`config.mk`:
```
export PLATFORM = sky130hd
export DESIGN_NAME = pov_scheduler
export DESIGN_NICKNAME = d
export VERILOG_FILES = /design/src/rtl/pov_scheduler_pkg.sv /design/src/rtl/pov_axis_step.sv /design/src/rtl/pov_scheduler.sv
export SDC_FILE = /design/constraint.sdc
export NUM_CORES = 1
export LEC_CHECK = 0
export CORE_AREA = 2 2 122 124
export CTS_BUF_LIST = sky130_fd_sc_hd__clkbuf_2 sky130_fd_sc_hd__clkbuf_4 sky130_fd_sc_hd__clkbuf_8
export DETAILED_ROUTE_END_ITERATION = 16
export DIE_AREA = 0 0 124 126
export PLACE_DENSITY_LB_ADDON = 0.08
export RECOVER_POWER = 50
export SKIP_LAST_GASP = 1
export SLEW_MARGIN = 20
export SYNTH_ARGS = -nofsm -noshare
export SYNTH_HDL_FRONTEND = slang
export SYNTH_SLANG_ARGS = --single-unit
export TNS_END_PERCENT = 10
```
`constraint.sdc`:
```
create_clock -name clk -period 8.08 [get_ports clk]
set_input_delay 1.616 -clock clk [delete_from_list [all_inputs] [get_ports clk]]
set_output_delay 1.616 -clock clk [all_outputs]
set_load 0.02 [all_outputs]
```
`src/rtl/pov_scheduler_pkg.sv`:
```
// Shared widths, frame field offsets, init constants and FSM encoding for the
// POV vector scheduler.
package pov_scheduler_pkg;

  localparam int PLAYER_W = 15;
  localparam int VEC_W    = 11;
  localparam int POV_BITS = 74;
  localparam int D_W      = 13;

  localparam int PX_LSB = 59;
  localparam int PY_LSB = 44;
  localparam int FX_LSB = 33;
  localparam int FY_LSB = 22;
  localparam int VX_LSB = 11;
  localparam int VY_LSB = 0;

  localparam logic [PLAYER_W-1:0] INIT_PLAYER_X = 15'h0300;
  localparam logic [PLAYER_W-1:0] INIT_PLAYER_Y = 15'h0300;
  localparam logic [VEC_W-1:0]    INIT_FACING_X = 11'h000;
  localparam logic [VEC_W-1:0]    INIT_FACING_Y = 11'h200;
  localparam logic [VEC_W-1:0]    INIT_VPLANE_X = 11'h700;
  localparam logic [VEC_W-1:0]    INIT_VPLANE_Y = 11'h000;

  typedef enum logic [2:0] {
    ST_IDLE   = 3'd0,
    ST_DECIDE = 3'd1,
    ST_MOVE_X = 3'd2,
    ST_MOVE_Y = 3'd3,
    ST_COMMIT = 3'd4
  } pov_state_e;

  // One direction component scaled by a +1/0/-1 request pair; opposing requests cancel.
  function automatic logic signed [D_W-1:0] dir_term(input logic [VEC_W-1:0] v,
                                                     input logic pos, input logic neg);
    logic signed [D_W-1:0] ext;
    ext = $signed({{(D_W-VEC_W){v[VEC_W-1]}}, v});
    if (pos && !neg) begin
      dir_term = ext;
    end else if (neg && !pos) begin
      dir_term = -ext;
    end else begin
      dir_term = '0;
    end
  endfunction

endpackage

```
`src/rtl/pov_axis_step.sv`:
```
// Adds a signed delta to an unsigned UQ6.9 position, saturating to [0, 64)
// or wrapping modulo 64 depending on CLAMP_EN.
module pov_axis_step
  import pov_scheduler_pkg::*;
#(
  parameter int CLAMP_EN = 1
) (
  input  logic [PLAYER_W-1:0] pos,
  input  logic [D_W-1:0]      delta,
  output logic [PLAYER_W-1:0] result
);

  logic [16:0] sum_s;

  // Bit 16 flags a negative result, bit 15 a result at or beyond 64.0.
  always_comb begin
    sum_s = {2'b00, pos} + {{(17-D_W){delta[D_W-1]}}, delta};
    if (CLAMP_EN != 0) begin
      if (sum_s[16]) begin
        result = 15'h0000;
      end else if (sum_s[15]) begin
        result = 15'h7FFF;
      end else begin
        result = sum_s[14:0];
      end
    end else begin
      result = sum_s[14:0];
    end
  end

endmodule

```
`src/rtl/pov_scheduler.sv`:
```
// Frame-synchronous POV vector scheduler: once per frame applies either a host
// frame or a local motion step, then commits atomically with o_load.
module pov_scheduler
  import pov_scheduler_pkg::*;
#(
  parameter int STEP_SHIFT = 3,
  parameter int CLAMP_EN   = 1
) (
  input  logic                clk,
  input  logic                reset,
  input  logic                i_frame_end,
  input  logic                i_host_valid,
  input  logic [POV_BITS-1:0] i_host_data,
  output logic                o_host_ack,
  input  logic                i_mv_fwd,
  input  logic                i_mv_back,
  input  logic                i_mv_left,
  input  logic                i_mv_right,
  output logic [POV_BITS-1:0] o_vectors,
  output logic                o_load,
  output logic                o_busy,
  output logic                o_overrun
);

  pov_state_e state_r, state_s;

  logic [PLAYER_W-1:0] player_x_r, player_y_r;
  logic [VEC_W-1:0]    facing_x_r, facing_y_r, vplane_x_r, vplane_y_r;
  logic [D_W-1:0]      dx_r, dy_r;
  logic [D_W-1:0]      dx_s, dy_s;
  logic                motion_s;
  logic                host_ack_r, load_r, busy_r, overrun_r;
  logic [PLAYER_W-1:0] step_pos_s, step_res_s;
  logic [D_W-1:0]      step_delta_s;

  // Net direction D and whether any uncancelled request is present.
  always_comb begin
    motion_s = (i_mv_fwd ^ i_mv_back) | (i_mv_left ^ i_mv_right);
    dx_s = dir_term(facing_x_r, i_mv_fwd, i_mv_back) + dir_term(vplane_x_r, i_mv_right, i_mv_left);
    dy_s = dir_term(facing_y_r, i_mv_fwd, i_mv_back) + dir_term(vplane_y_r, i_mv_right, i_mv_left);
  end

  // The single step adder serves X in MOVE_X and Y in MOVE_Y.
  always_comb begin
    if (state_r == ST_MOVE_Y) begin
      step_pos_s   = player_y_r;
      step_delta_s = $signed(dy_r) >>> STEP_SHIFT;
    end else begin
      step_pos_s   = player_x_r;
      step_delta_s = $signed(dx_r) >>> STEP_SHIFT;
    end
  end

  pov_axis_step #(.CLAMP_EN(CLAMP_EN)) u_axis_step (
    .pos    (step_pos_s),
    .delta  (step_delta_s),
    .result (step_res_s)
  );

  // Next-state logic; host_ack_r doubles as the host-path decision in DECIDE.
  always_comb begin
    state_s = state_r;
    case (state_r)
      ST_IDLE: begin
        if (i_frame_end) state_s = ST_DECIDE;
        else             state_s = ST_IDLE;
      end
      ST_DECIDE: begin
        if (host_ack_r)    state_s = ST_COMMIT;
        else if (motion_s) state_s = ST_MOVE_X;
        else               state_s = ST_IDLE;
      end
      ST_MOVE_X: state_s = ST_MOVE_Y;
      ST_MOVE_Y: state_s = ST_COMMIT;
      ST_COMMIT: state_s = ST_IDLE;
      default:   state_s = ST_IDLE;
    endcase
  end

  // State register and registered control outputs.
  always_ff @(posedge clk) begin
    if (reset) begin
      state_r    <= ST_IDLE;
      host_ack_r <= 1'b0;
      load_r     <= 1'b0;
      busy_r     <= 1'b0;
      overrun_r  <= 1'b0;
    end else begin
      state_r    <= state_s;
      host_ack_r <= (state_r == ST_IDLE) && i_frame_end && i_host_valid;
      load_r     <= (state_s == ST_COMMIT);
      busy_r     <= (state_s != ST_IDLE);
      if (i_frame_end && (state_r != ST_IDLE)) overrun_r <= 1'b1;
    end
  end

  // Shadow vector set and latched motion direction.
  always_ff @(posedge clk) begin
    if (reset) begin
      player_x_r <= INIT_PLAYER_X;
      player_y_r <= INIT_PLAYER_Y;
      facing_x_r <= INIT_FACING_X;
      facing_y_r <= INIT_FACING_Y;
      vplane_x_r <= INIT_VPLANE_X;
      vplane_y_r <= INIT_VPLANE_Y;
      dx_r       <= '0;
      dy_r       <= '0;
    end else begin
      case (state_r)
        ST_DECIDE: begin
          if (host_ack_r) begin
            player_x_r <= i_host_data[PX_LSB +: PLAYER_W];
            player_y_r <= i_host_data[PY_LSB +: PLAYER_W];
            facing_x_r <= i_host_data[FX_LSB +: VEC_W];
            facing_y_r <= i_host_data[FY_LSB +: VEC_W];
            vplane_x_r <= i_host_data[VX_LSB +: VEC_W];
            vplane_y_r <= i_host_data[VY_LSB +: VEC_W];
          end else begin
            dx_r <= dx_s;
            dy_r <= dy_s;
          end
        end
        ST_MOVE_X: player_x_r <= step_res_s;
        ST_MOVE_Y: player_y_r <= step_res_s;
        default: begin
        end
      endcase
    end
  end

  assign o_vectors  = {player_x_r, player_y_r, facing_x_r, facing_y_r, vplane_x_r, vplane_y_r};
  assign o_load     = load_r;
  assign o_host_ack = host_ack_r;
  assign o_busy     = busy_r;
  assign o_overrun  = overrun_r;

endmodule

```
==> qor.yml <==
run_status:
  status: "complete, no violations"
power_and_ir_drop:
  p_per_area_mw_per_mm2: 129
  vdd_drop_max_uv: 137
  p_leak_nw: 3.55
layout:
  final_net_count: 1193
  drive_above_1_share_pct: 6.36
  postLayoutCoreUtil_pct: 62.2
  final_cell_mix: "nand2_1, clkdlybuf4s50_1, dfxtp_1, a21oi_1, nor2_1"
  mostFrequentLayoutCell: "nand2_1"
  stdcell_area_mm2: 0.00890
  area_delta_synth_final_pct: 26.3
  antenna_cells: 0
  stdcell_count: 1253
critical_path:
  worst-setup-path-type: "in2reg"
  crit_chain: "dlygate4sd3_1, ha_1, nand2b_1, o31ai_1, ha_1, o21a_1, o21a_1, o221ai_1, nand3b_1, a21oi_1, mux2i_1, o22ai_1"
  startpoint_type: "input pin"
  endpoint_kind: "flop"
  critPathLaunch: "i_mv_left"
  r2r_end: "player_x_r[5]"
  crit_required_ns: 8.35
  reg2regPathDepth: 12
  critPathBufInv: 1
  rr_startpoint: "state_r[0]"
  cp_max_fo: 19
  critical_path.top_delay_family: "compound AO/OA/AOI/OAI gates"
  slowest_delay_ns: 0.61
  path_depth: 12
  r2r_slack_ns: 3.34
  arrival_ns: 5.21
  worst_path_max_delay_cell: "ha_1"
drt:
  routed_wl_um: 19300
  drc: 0
  wl_per_cell_um: 15.4
  drt_first_pass_iters: 7
  detail_route.vias_per_cell: 5.67
  ant_nets: 0
  dr.first_iter.drc_count: 406
  vias: 7100
logic_synthesis:
  seq_area_frac_synth_pct: 28.7
  async_flop_share_pct: 0
  synth_edf_count: 0
  ys.flop_type: "dfxtp_1"
  synth_nets: 1072
  synth_cells: 943
  ys_warn_count: 0
  ys_types: 66
  synth_area_mm2: 0.00704
  ys_ff_latch: 101
  avgSynthCellArea_um2: 7.47
sta:
  report.final.hold_viol_count: 0
  max_freq_ghz: 0.202
  finalCritPeriodShare_pct: 61.2
  slew-limit-headroom_pct: 22.5
  setup-violations-final: 0
  setup_ws_ns: 3.14
  fin_crit_ns: 4.94
  tightestPinTransition_ns: 1.13
  maxSlewViolCount: 0
  setup_tns_ns: 0
  skew_ns: 0.0123
  rsz0062_at_grt: "false"
min_path:
  min_path_cells: 2
  hp-start: "dx_r[4]"
  hold_class: "reg2reg"
  worstHoldEndpoint: "dx_r[4]"
grt:
  grtUsageTotal_pct: 25.0
  grt_pass1_wl_um: 31700
  grt_pass1_vias: 6488
  grt_remaining_overflow: 0
  grt_max_degree: 89
  antenna_found_initial: 0
cts:
  post_cts_buffers: 0
  cts_hold_buf: 0
  cts_root_buf: "clkbuf_8"
  cts-resized-gates: 0
  clk_latency_ns: 0.40
  clkSinkCount: 101
  cts.path.max_buffers: 2
  cts_tree: "built"
  numCtsBuffers: 9
  cts_max_level: 3
  cts.clk_slew.worst_paths_ns: 0.11
floorplan:
  start_util_pct: 49.2
  fp.dieArea_mm2: 0.0156
  core_area_mm2: 0.0143
  die_y_um: 126
  rows: 44
  io_pins: 160
  die_w_um: 124
place:
  place_ws_ns: 2.80
  io_buffers: 159
  dp_cells: 1237
  dpl.hpwl_um: 14200
  dpl_cell_area_mm2: 0.00865
  gp_congestion: 0.938
run:
  drv_cap: 0
[metal layers]
| layer | wire [um] | track usage (%) | up-vias |
|---|---|---|---|
| li1 | - | - | 3606 |
| met1 | 8710 | 33.1 | 3256 |
| met2 | 8870 | 40.0 | 206 |
| met3 | 1170 | 5.80 | 32 |
| met4 | 580 | 8.53 | 0 |
| met5 | 0 | 0 | - |
[registers in the layout (all words and copies together), names as in the netlist]
register	cells
player_x_r	15
facing_y_r	11
facing_x_r	11
o_host_ack	1
state_r	3
dy_r	10
o_load	1
dx_r	10
vplane_x_r	11
vplane_y_r	11
o_busy	1
player_y_r	15
o_overrun	1
[power breakdown]
group | internal [mW] | leakage (nW) | total [mW] | switching, mW
combinational | 0.110 | 2.62 | 0.237 | 0.127
sequential | 0.511 | 0.817 | 0.524 | 0.0130
clock | 0.191 | 0.121 | 0.386 | 0.194
[cell usage after synthesis, drive strengths merged (4+ instances only)]
cell type / instances / area [um2]
inv: 26 / 97.6
nand2: 202 / 758
o21bai: 5 / 37.5
o211ai: 6 / 45.0
mux2: 26 / 297
buf: 20 / 104
and3: 10 / 62.6
nor2b: 4 / 25.0
or3: 6 / 37.5
nor4: 4 / 40.0
a211o: 4 / 36.3
clkbuf: 34 / 148
a31oi: 34 / 213
ha: 46 / 576
nor2: 51 / 191
a21oi: 96 / 488
o21a: 10 / 75.1
xor2: 8 / 70.1
nor3: 19 / 95.1
dfxtp: 101 / 2020
o21ai: 63 / 327
mux2i: 6 / 60.1
nand2b: 4 / 25.0
nor3b: 5 / 42.5
a211oi: 12 / 100
o22ai: 4 / 25.0
xnor2: 25 / 226
o221ai: 5 / 43.8
o31ai: 21 / 158
nand3: 32 / 160
a21o: 22 / 165
[how the worst max path moves through the flow]
stage,end
after floorplan,dx_r[12]
after global placement,dx_r[11]
after detailed placement,dx_r[11]
after CTS,dx_r[11]
after global routing,dx_r[11]
final,dx_r[11]
[tightest hold or removal path, stage by stage, from the launching register on]
cell and delay, ns:
dfxtp_1 0.32, nand2_1 0.05, a21oi_1 0.05
[final cells by class]
cell class | count | area, um2
Clock buffer | 11 | 145
Sequential cell | 101 | 2020
Clock inverter | 5 | 91.3
Inverter | 26 | 97.6
Multi-Input combinational cell | 761 | 4680
Fill cell | 1367 | 5420
Tap cell | 184 | 230
Timing Repair Buffer | 165 | 1630
[through the flow]
step | hold WS, ns | power, mW
after floorplan | 0.419 | 0.686
after global routing | 0.474 | 1.20
after detailed placement | 0.441 | 0.773
after CTS | 0.457 | 1.16
final | 0.456 | 1.15
after global placement | 0.439 | 0.771
[cells by family after synthesis]
logic type      after synthesis  synth area share [%]
simple gates                355                  22.3
compound gates              294                  26.1
flops                       101                  28.7
buf+inv                      81                  5.10
fa+ha+maj                    47                  8.46
xor+xnor                     33                  4.21
mux                          32                  5.06
(Power assumes the default switching activity.)
